### config.mk
export PLATFORM = sky130hd
export DESIGN_NAME = dmem_access_ctrl
export DESIGN_NICKNAME = d
export VERILOG_FILES = /design/src/rtl/dmem_access_ctrl.sv
export SDC_FILE = /design/constraint.sdc
export NUM_CORES = 1
export LEC_CHECK = 0
export ABC_AREA = 1
export BUFFER_PORTS_ARGS = -buffer_cell sky130_fd_sc_hd__buf_2
export CAP_MARGIN = 10
export CORE_UTILIZATION = 30
export DETAILED_ROUTE_END_ITERATION = 8
export HOLD_SLACK_MARGIN = 0.12
export PLACE_DENSITY = 0.68
export SLEW_MARGIN = 40
export SYNTH_ARGS = -nofsm -noshare
export SYNTH_HDL_FRONTEND = slang
export SYNTH_SLANG_ARGS = --single-unit
### constraint.sdc
create_clock -name clk -period 1.65 [get_ports clk]
set_input_delay 0 -clock clk [delete_from_list [all_inputs] [get_ports clk]]
set_output_delay 0 -clock clk [all_outputs]
set_load 0.1 [all_outputs]
### src/rtl/dmem_access_ctrl.sv
// MEM-stage data-memory sequencer: issues one SRAM-like bus access per load/store,
// stalls the pipeline until it completes and returns the extended load result.
// Optional `DMEM_TIMEOUT_EN adds a WAIT watchdog with a bus_err pulse.
module dmem_access_ctrl #(
  parameter int TIMEOUT_CYC = 255
) (
  input  logic        clk,
  input  logic        resetn,
  input  logic        mem_req,
  input  logic [2:0]  lshb,
  input  logic [31:0] addr,
  input  logic [31:0] wdata,
  input  logic        flush,
  output logic        data_req,
  output logic        data_wr,
  output logic [1:0]  data_size,
  output logic [31:0] data_addr,
  output logic [31:0] data_wdata,
  output logic [3:0]  data_wstrb,
  input  logic        data_addr_ok,
  input  logic        data_data_ok,
  input  logic [31:0] data_rdata,
  output logic        stall,
  output logic        done,
  output logic [31:0] rdata_out,
  output logic        adel,
`ifdef DMEM_TIMEOUT_EN
  output logic        ades,
  output logic        bus_err
`else
  output logic        ades
`endif
);

  typedef enum logic [1:0] {S_IDLE, S_REQ, S_WAIT, S_DONE} state_e;

  state_e      state_q, state_d;
  logic        req_q, req_d, wr_q, wr_d, cancel_q, cancel_d;
  logic [1:0]  size_q, size_d;
  logic [2:0]  op_q, op_d;
  logic [31:0] addr_q, addr_d, wdat_q, wdat_d, rdat_q, rdat_d;
  logic [3:0]  strb_q, strb_d;

  logic        is_store, misalign, req_ok, start, comp, tmo;
  logic [1:0]  size_c;
  logic [3:0]  strb_c;
  logic [31:0] wdat_c, ext_c;

  assign is_store = lshb[2] & (lshb != 3'b100);

  always_comb begin
    size_c = 2'd2;
    case (lshb)
      3'b000, 3'b001, 3'b101: size_c = 2'd0;
      3'b010, 3'b011, 3'b110: size_c = 2'd1;
      default:                size_c = 2'd2;
    endcase
  end

  assign misalign = ((size_c == 2'd1) & addr[0]) | ((size_c == 2'd2) & (addr[1:0] != 2'b00));
  assign req_ok   = (state_q == S_IDLE) & mem_req & ~flush;
  assign start    = req_ok & ~misalign;
  assign adel     = req_ok & misalign & ~is_store;
  assign ades     = req_ok & misalign & is_store;

  // Store lane replication; loads carry wdata through but strobe nothing.
  always_comb begin
    strb_c = 4'b0000;
    wdat_c = wdata;
    case (lshb)
      3'b101: begin
        strb_c = 4'b0001 << addr[1:0];
        wdat_c = {4{wdata[7:0]}};
      end
      3'b110: begin
        strb_c = addr[1] ? 4'b1100 : 4'b0011;
        wdat_c = {2{wdata[15:0]}};
      end
      3'b111:  strb_c = 4'b1111;
      default: strb_c = 4'b0000;
    endcase
  end

  always_comb begin
    logic [7:0]  b;
    logic [15:0] h;
    b = data_rdata[8*addr_q[1:0] +: 8];
    h = addr_q[1] ? data_rdata[31:16] : data_rdata[15:0];
    case (op_q)
      3'b000:  ext_c = {{24{b[7]}}, b};
      3'b001:  ext_c = {24'd0, b};
      3'b010:  ext_c = {{16{h[15]}}, h};
      3'b011:  ext_c = {16'd0, h};
      default: ext_c = data_rdata;
    endcase
  end

  assign comp = ((state_q == S_REQ) & data_addr_ok & data_data_ok) |
                ((state_q == S_WAIT) & data_data_ok);

`ifdef DMEM_TIMEOUT_EN
  localparam int CW = $clog2(TIMEOUT_CYC + 1);
  logic [CW-1:0] cnt_q, cnt_d;

  assign tmo     = (state_q == S_WAIT) & ~data_data_ok & (cnt_q == CW'(TIMEOUT_CYC - 1));
  assign bus_err = tmo;

  always_comb begin
    cnt_d = cnt_q;
    if (state_q == S_REQ && data_addr_ok) cnt_d = '0;
    else if (state_q == S_WAIT)           cnt_d = cnt_q + 1'b1;
  end

  always_ff @(posedge clk or negedge resetn)
    if (!resetn) cnt_q <= '0;
    else         cnt_q <= cnt_d;
`else
  assign tmo = 1'b0;
`endif

  always_comb begin
    state_d  = state_q;
    req_d    = req_q;
    wr_d     = wr_q;
    size_d   = size_q;
    op_d     = op_q;
    addr_d   = addr_q;
    wdat_d   = wdat_q;
    strb_d   = strb_q;
    cancel_d = cancel_q;
    rdat_d   = rdat_q;
    case (state_q)
      S_IDLE: if (start) begin
        state_d  = S_REQ;
        req_d    = 1'b1;
        wr_d     = is_store;
        size_d   = size_c;
        op_d     = lshb;
        addr_d   = addr;
        wdat_d   = wdat_c;
        strb_d   = strb_c;
        cancel_d = 1'b0;
      end
      S_REQ: begin
        if (flush) cancel_d = 1'b1;
        if (data_addr_ok) begin
          req_d   = 1'b0;
          state_d = S_WAIT;
        end
      end
      S_WAIT: begin
        if (flush) cancel_d = 1'b1;
        if (tmo) begin
          state_d  = S_IDLE;
          cancel_d = 1'b0;
        end
      end
      default: state_d = S_IDLE;
    endcase
    // A flushed access still drains the bus but retires silently.
    if (comp) begin
      cancel_d = 1'b0;
      if (cancel_q | flush) state_d = S_IDLE;
      else begin
        state_d = S_DONE;
        if (!wr_q) rdat_d = ext_c;
      end
    end
  end

  always_ff @(posedge clk or negedge resetn) begin
    if (!resetn) begin
      state_q  <= S_IDLE;
      req_q    <= 1'b0;
      wr_q     <= 1'b0;
      size_q   <= 2'd0;
      op_q     <= 3'd0;
      addr_q   <= '0;
      wdat_q   <= '0;
      strb_q   <= '0;
      cancel_q <= 1'b0;
      rdat_q   <= '0;
    end else begin
      state_q  <= state_d;
      req_q    <= req_d;
      wr_q     <= wr_d;
      size_q   <= size_d;
      op_q     <= op_d;
      addr_q   <= addr_d;
      wdat_q   <= wdat_d;
      strb_q   <= strb_d;
      cancel_q <= cancel_d;
      rdat_q   <= rdat_d;
    end
  end

  assign data_req   = req_q;
  assign data_wr    = wr_q;
  assign data_size  = size_q;
  assign data_addr  = addr_q;
  assign data_wdata = wdat_q;
  assign data_wstrb = strb_q;
  assign rdata_out  = rdat_q;
  assign done       = (state_q == S_DONE);
  assign stall      = start | (state_q == S_REQ) | ((state_q == S_WAIT) & ~tmo);

endmodule
**Word-level counts from Yosys, hierarchy flattened**

Cells that the tools add are included.

- Equal/unequal tests: 21
- Shift operators: 2
- Mux-type cells: 18
- Bitwise logic cells: 22
- Reduce and logical (&&, ||, !) cells: 14

Operators with widths:

| cell | count |
|---|---|
| case mux 32 bit (4 select lines) | 1 |
| case mux 32 bit (2 select lines) | 1 |
| indexed part select 32 x 6 -> 8 bit | 1 |
| 2-to-1 mux 16 bit | 1 |
| AND 1 bit | 12 |
| == test 3 x 2 -> 1 bit, second input constant | 4 |
| case mux 4 bit (3 select lines) | 1 |
| AND reduction 3 bit | 4 |
| == test 3 bit, second input constant | 3 |
| != test 3 bit, second input constant | 3 |
| 2-to-1 mux 2 bit | 4 |
| == test 2 bit, second input constant | 3 |
| == test 3 x 1 -> 1 bit, second input constant | 2 |
| logical NOT 3 bit | 2 |
| != test 2 bit, second input constant | 3 |
| case mux 2 bit (3 select lines) | 1 |
| OR reduction 3 bit | 2 |
| 2-to-1 mux 1 bit | 5 |
| inverter 1 bit | 5 |
| bitwise OR 1 bit | 5 |
| == test 2 x 1 -> 1 bit, second input constant | 2 |
| 2-to-1 mux 4 bit | 1 |
| case mux 1 bit (2 select lines) | 2 |
| case mux 2 bit (2 select lines) | 1 |
| other kinds (7) | 8 |

- Register bits after elaboration: 110
- Bits of input ports: 105
- Word-level logic and storage cells: 87

**Logic depth before layout (Yosys ltp)**

- Depth after elaboration: 11
- Gate-level depth with buffers: 11

**Least setup slack after synthesis**

OpenSTA, ideal clock, no wires.

- Kind: register -> output
- Start point: register state_q[0]
- End point: output adel
- Arrival: 3,060 ps
- Path slack: -1,410 ps
- Cell stages (with the launch flop): 7
- Cell sequence: dfrtp_1 inv_1 ha_1 nand2_1 nor2_1 nand3_1 nor3_1

- Word-level cells in the longest chain between the ends: 5

Ends and longest elaborated chain:

| what | line | text |
|---|---|---|
| from (decl) | 37 | `state_e state_q, state_d;` |
| from (signal assigned) | 184 | `state_q <= state_d;` |
| logical NOT 2 bit | 61 | `assign req_ok = (state_q == S_IDLE) & mem_req & ~flush;` |
| AND 1 bit (2 in a row) | 61 |  |
| AND 1 bit (2 in a row) | 63 | `assign adel = req_ok & misalign & ~is_store;` |
| to (decl) | 26 | `output logic adel,` |

No other way between the ends.

**Final worst setup path**

- Start point: register state_q[1]
- End point: register rdat_q[25] (netlist: rdata_out[25])

- Word-level cells in the longest chain between the ends: 5

Ends and longest elaborated chain:

| what | line | text |
|---|---|---|
| == test 2 x 1 -> 1 bit | 98 | `assign comp = ((state_q == S_REQ) & data_addr_ok & data_data_ok) \|` |
| AND 1 bit (2 in a row) | 98 |  |
| bitwise OR 1 bit (*) | 98 |  |
| AND reduction 3 bit (no line) (*) | -- |  |
| to (signal assigned) | 193 | `rdat_q <= rdat_d;` |
| to (decl) | 41 | `logic [31:0] addr_q, addr_d, wdat_q, wdat_d, rdat_q, rdat_d;` |

Mark *: on every way between the ends. The rest lies on a longest branch, timed or not.
A chain may end at the register's enable or synchronous reset.

==> flow_summary.json <==
{
  "ys_seq_elements": 110,
  "cts_tree": "yes",
  "dp_hpwl_um": 12500,
  "ant_nets": 0,
  "yosys_warnings": 0,
  "seq_area_um2": 2760,
  "drv_slew": 0,
  "worstPathArrival_ns": 2.04,
  "cts_num_sinks": 110,
  "vias_per_cell": 4.81,
  "dr.pass1.iters": 5,
  "diodes": 0,
  "violations": "negative setup slack",
  "die_h_um": 137,
  "multi_input_area_um2": 2500,
  "grt_pass1_wl_um": 29700,
  "end_kind": "flip-flop",
  "layout_commonest_cell": "nand2_1",
  "drive_gt1_share_pct": 33.8,
  "dr.first_iter.drc_count": 384,
  "layout_common_cells": "229 x nand2_1, 208 x buf_2, 107 x dfrtp_1",
  "clkTransAtPathRegs_ns": 0.08,
  "setup_viol": 46,
  "finalCriticalPeriod_ns": 1.79,
  "avgSynthCellArea_um2": 7.99,
  "syn_nets": 792,
  "worst_slack_ns": -0.137,
  "post_drt_wl_per_cell_um": 15.6,
  "n_fill_cell": 1567,
  "worst_path_largest_cell_delay_ns": 0.39,
  "crit_slowest_cell": "dfrtp_1",
  "io_pins": 213,
  "grt-ovfl-total": 0,
  "htreeDepth": 3,
  "fmax_ghz": 0.560,
  "synth_cell_types": 29,
  "drc_errors": 0,
  "cts_buffers": 9,
  "syn_inst": 681,
  "hold_viol_final": 0,
  "worstSkewPairLatency_ns": 0.36,
  "final_nets": 1130,
  "maxCapViolations": 0,
  "port_buffers": 212,
  "grtUsageTotal_pct": 20.8,
  "clock_path_buffers": 2,
  "status": "finished, violations left",
  "min_path_type": "input port to async pin",
  "antenna_found_initial": 0,
  "clockRootBuffer": "clkbuf_16",
  "required_ns": 1.91,
  "coreArea_um2": 17500,
  "syn_area_um2": 5440,
  "grt_max_degree": 39,
  "die-area_um2": 18700,
  "gp_congestion": 0.926,
  "setup_tns_ns": -2.80,
  "slew_headroom_pct": 63.0,
  "critical_path_class": "flip-flop to flip-flop",
  "rows": 48,
  "start_util_pct": 31.1,
  "fin_worst_skew_ns": 0.00983,
  "crit_fanout": 8,
  "grt_setup_unrepaired": "true",
  "vias": 6006,
  "seq_area_frac_synth_pct": 50.6,
  "crit_path_start_kind": "flip-flop",
  "drt_wl_total_um": 19400,
  "grt_pass1_vias": 5792,
  "fp.dieW_um": 137,
  "period_share_pct": 108,
  "area_delta_synth_final_pct": 61.9,
  "worstMarginPinSlew_ns": 0.554,
  "worstPathCellList": "inv_2 > buf_6 > ha_4 > nand2_4 > a21boi_4 > nand2_4 > a21oi_4 > buf_6 > nand3_2 > nand2_2 > inv_1"
}
path summary, 6_finish.rpt:
check / slack (ns) / end / cells after the start / startpoint
setup / recovery: -0.14 / rdata_out[25]$_DFFE_PN0P_ / 11 / state_q[1]$_DFFE_PN0P_
hold / removal: 0.11 / data_wdata[29]$_DFFE_PN0P_ / 2 / resetn
setup reg to reg: -0.14 / rdata_out[25]$_DFFE_PN0P_ / 11 / state_q[1]$_DFFE_PN0P_
hold reg to reg: 0.48 / data_addr[17]$_DFFE_PN0P_ / 2 / data_addr[17]$_DFFE_PN0P_
max in group asynchronous: 0.98 / data_wdata[1]$_DFFE_PN0P_ / 3 / resetn
min in group clk: 0.15 / state_q[1]$_DFFE_PN0P_ / 6 / flush
worst max-delay path: cells and delay by family (launching register included):
kind / cells / cell delay [ns]
flip-flops: 1 / 0.39
AND/OR/NAND/NOR: 4 / 0.33
adder cells (fa/ha/maj): 1 / 0.15
buffers and inverters: 4 / 0.43
AO/OA/AOI/OAI: 2 / 0.39
cells by family (layout without fill, tap and decap cells):
family / after synthesis / count (layout) / synth area share [%]
adders and majority gates: 6 / 6 / 1.38
and+or+nand+nor: 348 / 348 / 27.0
AOI/OAI and AO/OA: 126 / 126 / 13.4
DFF: 110 / 110 / 50.6
buffers and inverters: 91 / 434 / 7.61
metrics by stage:
| step | instances | setup slack (ns) | area [um^2] | util (%) | hold slack [ns] |
|---|---|---|---|---|---|
| 2_1_floorplan | 681 | -0.221 | 5480 | - | -0.296 |
| 3_3_place_gp | 1104 | -0.00115 | 6970 | 39.9 | -0.0522 |
| 3_5_place_dp | 1104 | -0.104 | 6970 | 39.9 | -0.0536 |
| 4_1_cts | 1244 | -0.174 | 8640 | 49.5 | 0.122 |
| 5_1_grt | 1249 | -0.205 | 8810 | 50.4 | 0.146 |
| 6_report | 1249 | -0.137 | 8810 | 50.4 | 0.107 |
metal layers:
metal / share of wire, % / global-route usage, % / wire [um]
met1: 41 / 25.6 / 7880
met2: 48 / 34.0 / 9340
met3: 8.7 / 6.00 / 1680
met4: 2.8 / 8.27 / 541
met5: 0 / 0 / 0
state kept, by name, indices dropped and copies added (netlist names):
register	count
cancel_q	1
data_addr	32
data_req	1
data_size	2
data_wdata	32
data_wr	1
data_wstrb	4
op_q	3
rdata_out	32
state_q	2
synthesized netlist by cell type (all sizes together):
| master | number | area (um^2) |
|---|---|---|
| nand2 | 237 | 895 |
| dfrtp | 110 | 2750 |
| nand3 | 70 | 360 |
| o21ai | 67 | 335 |
| inv | 50 | 188 |
| buf | 26 | 169 |
| a21oi | 23 | 130 |
| or2 | 19 | 119 |
| nor2 | 18 | 75.1 |
| clkbuf | 14 | 53.8 |
| a31oi | 12 | 75.1 |
| a22oi | 8 | 60.1 |
| o21a | 8 | 60.1 |
| ha | 6 | 75.1 |
| o211ai | 5 | 37.5 |
| nor3 | 4 | 20.0 |
| o21bai | 2 | 15.0 |
| a21boi | 1 | 18.8 |
| clkinv | 1 | 3.75 |
area by class of cell:
class / instances / area share [%]
clock buffer: 9 / 2.56
clock inverter: 7 / 0.753
sequential: 110 / 31.3
inverter: 51 / 2.31
tap: 225 / 3.20
timing repair buffer: 367 / 31.5
multi-input combinational: 480 / 28.4
repair_timing:
| action | in CTS | in global routing |
|---|---|---|
| hold buffers | 106 | 0 |
| pin swaps | 6 | 18 |
| buffers inserted | 14 | 8 |
| cloned | 4 | 3 |
| setup endpoints to repair | 91 | 97 |
| gates resized for setup | 28 | 40 |
| hold endpoints to repair | 214 | 0 |
Power is left out: the tool's default activity adds up to more than one toggle a clock period on the data nets, which glitch-free logic cannot reach.
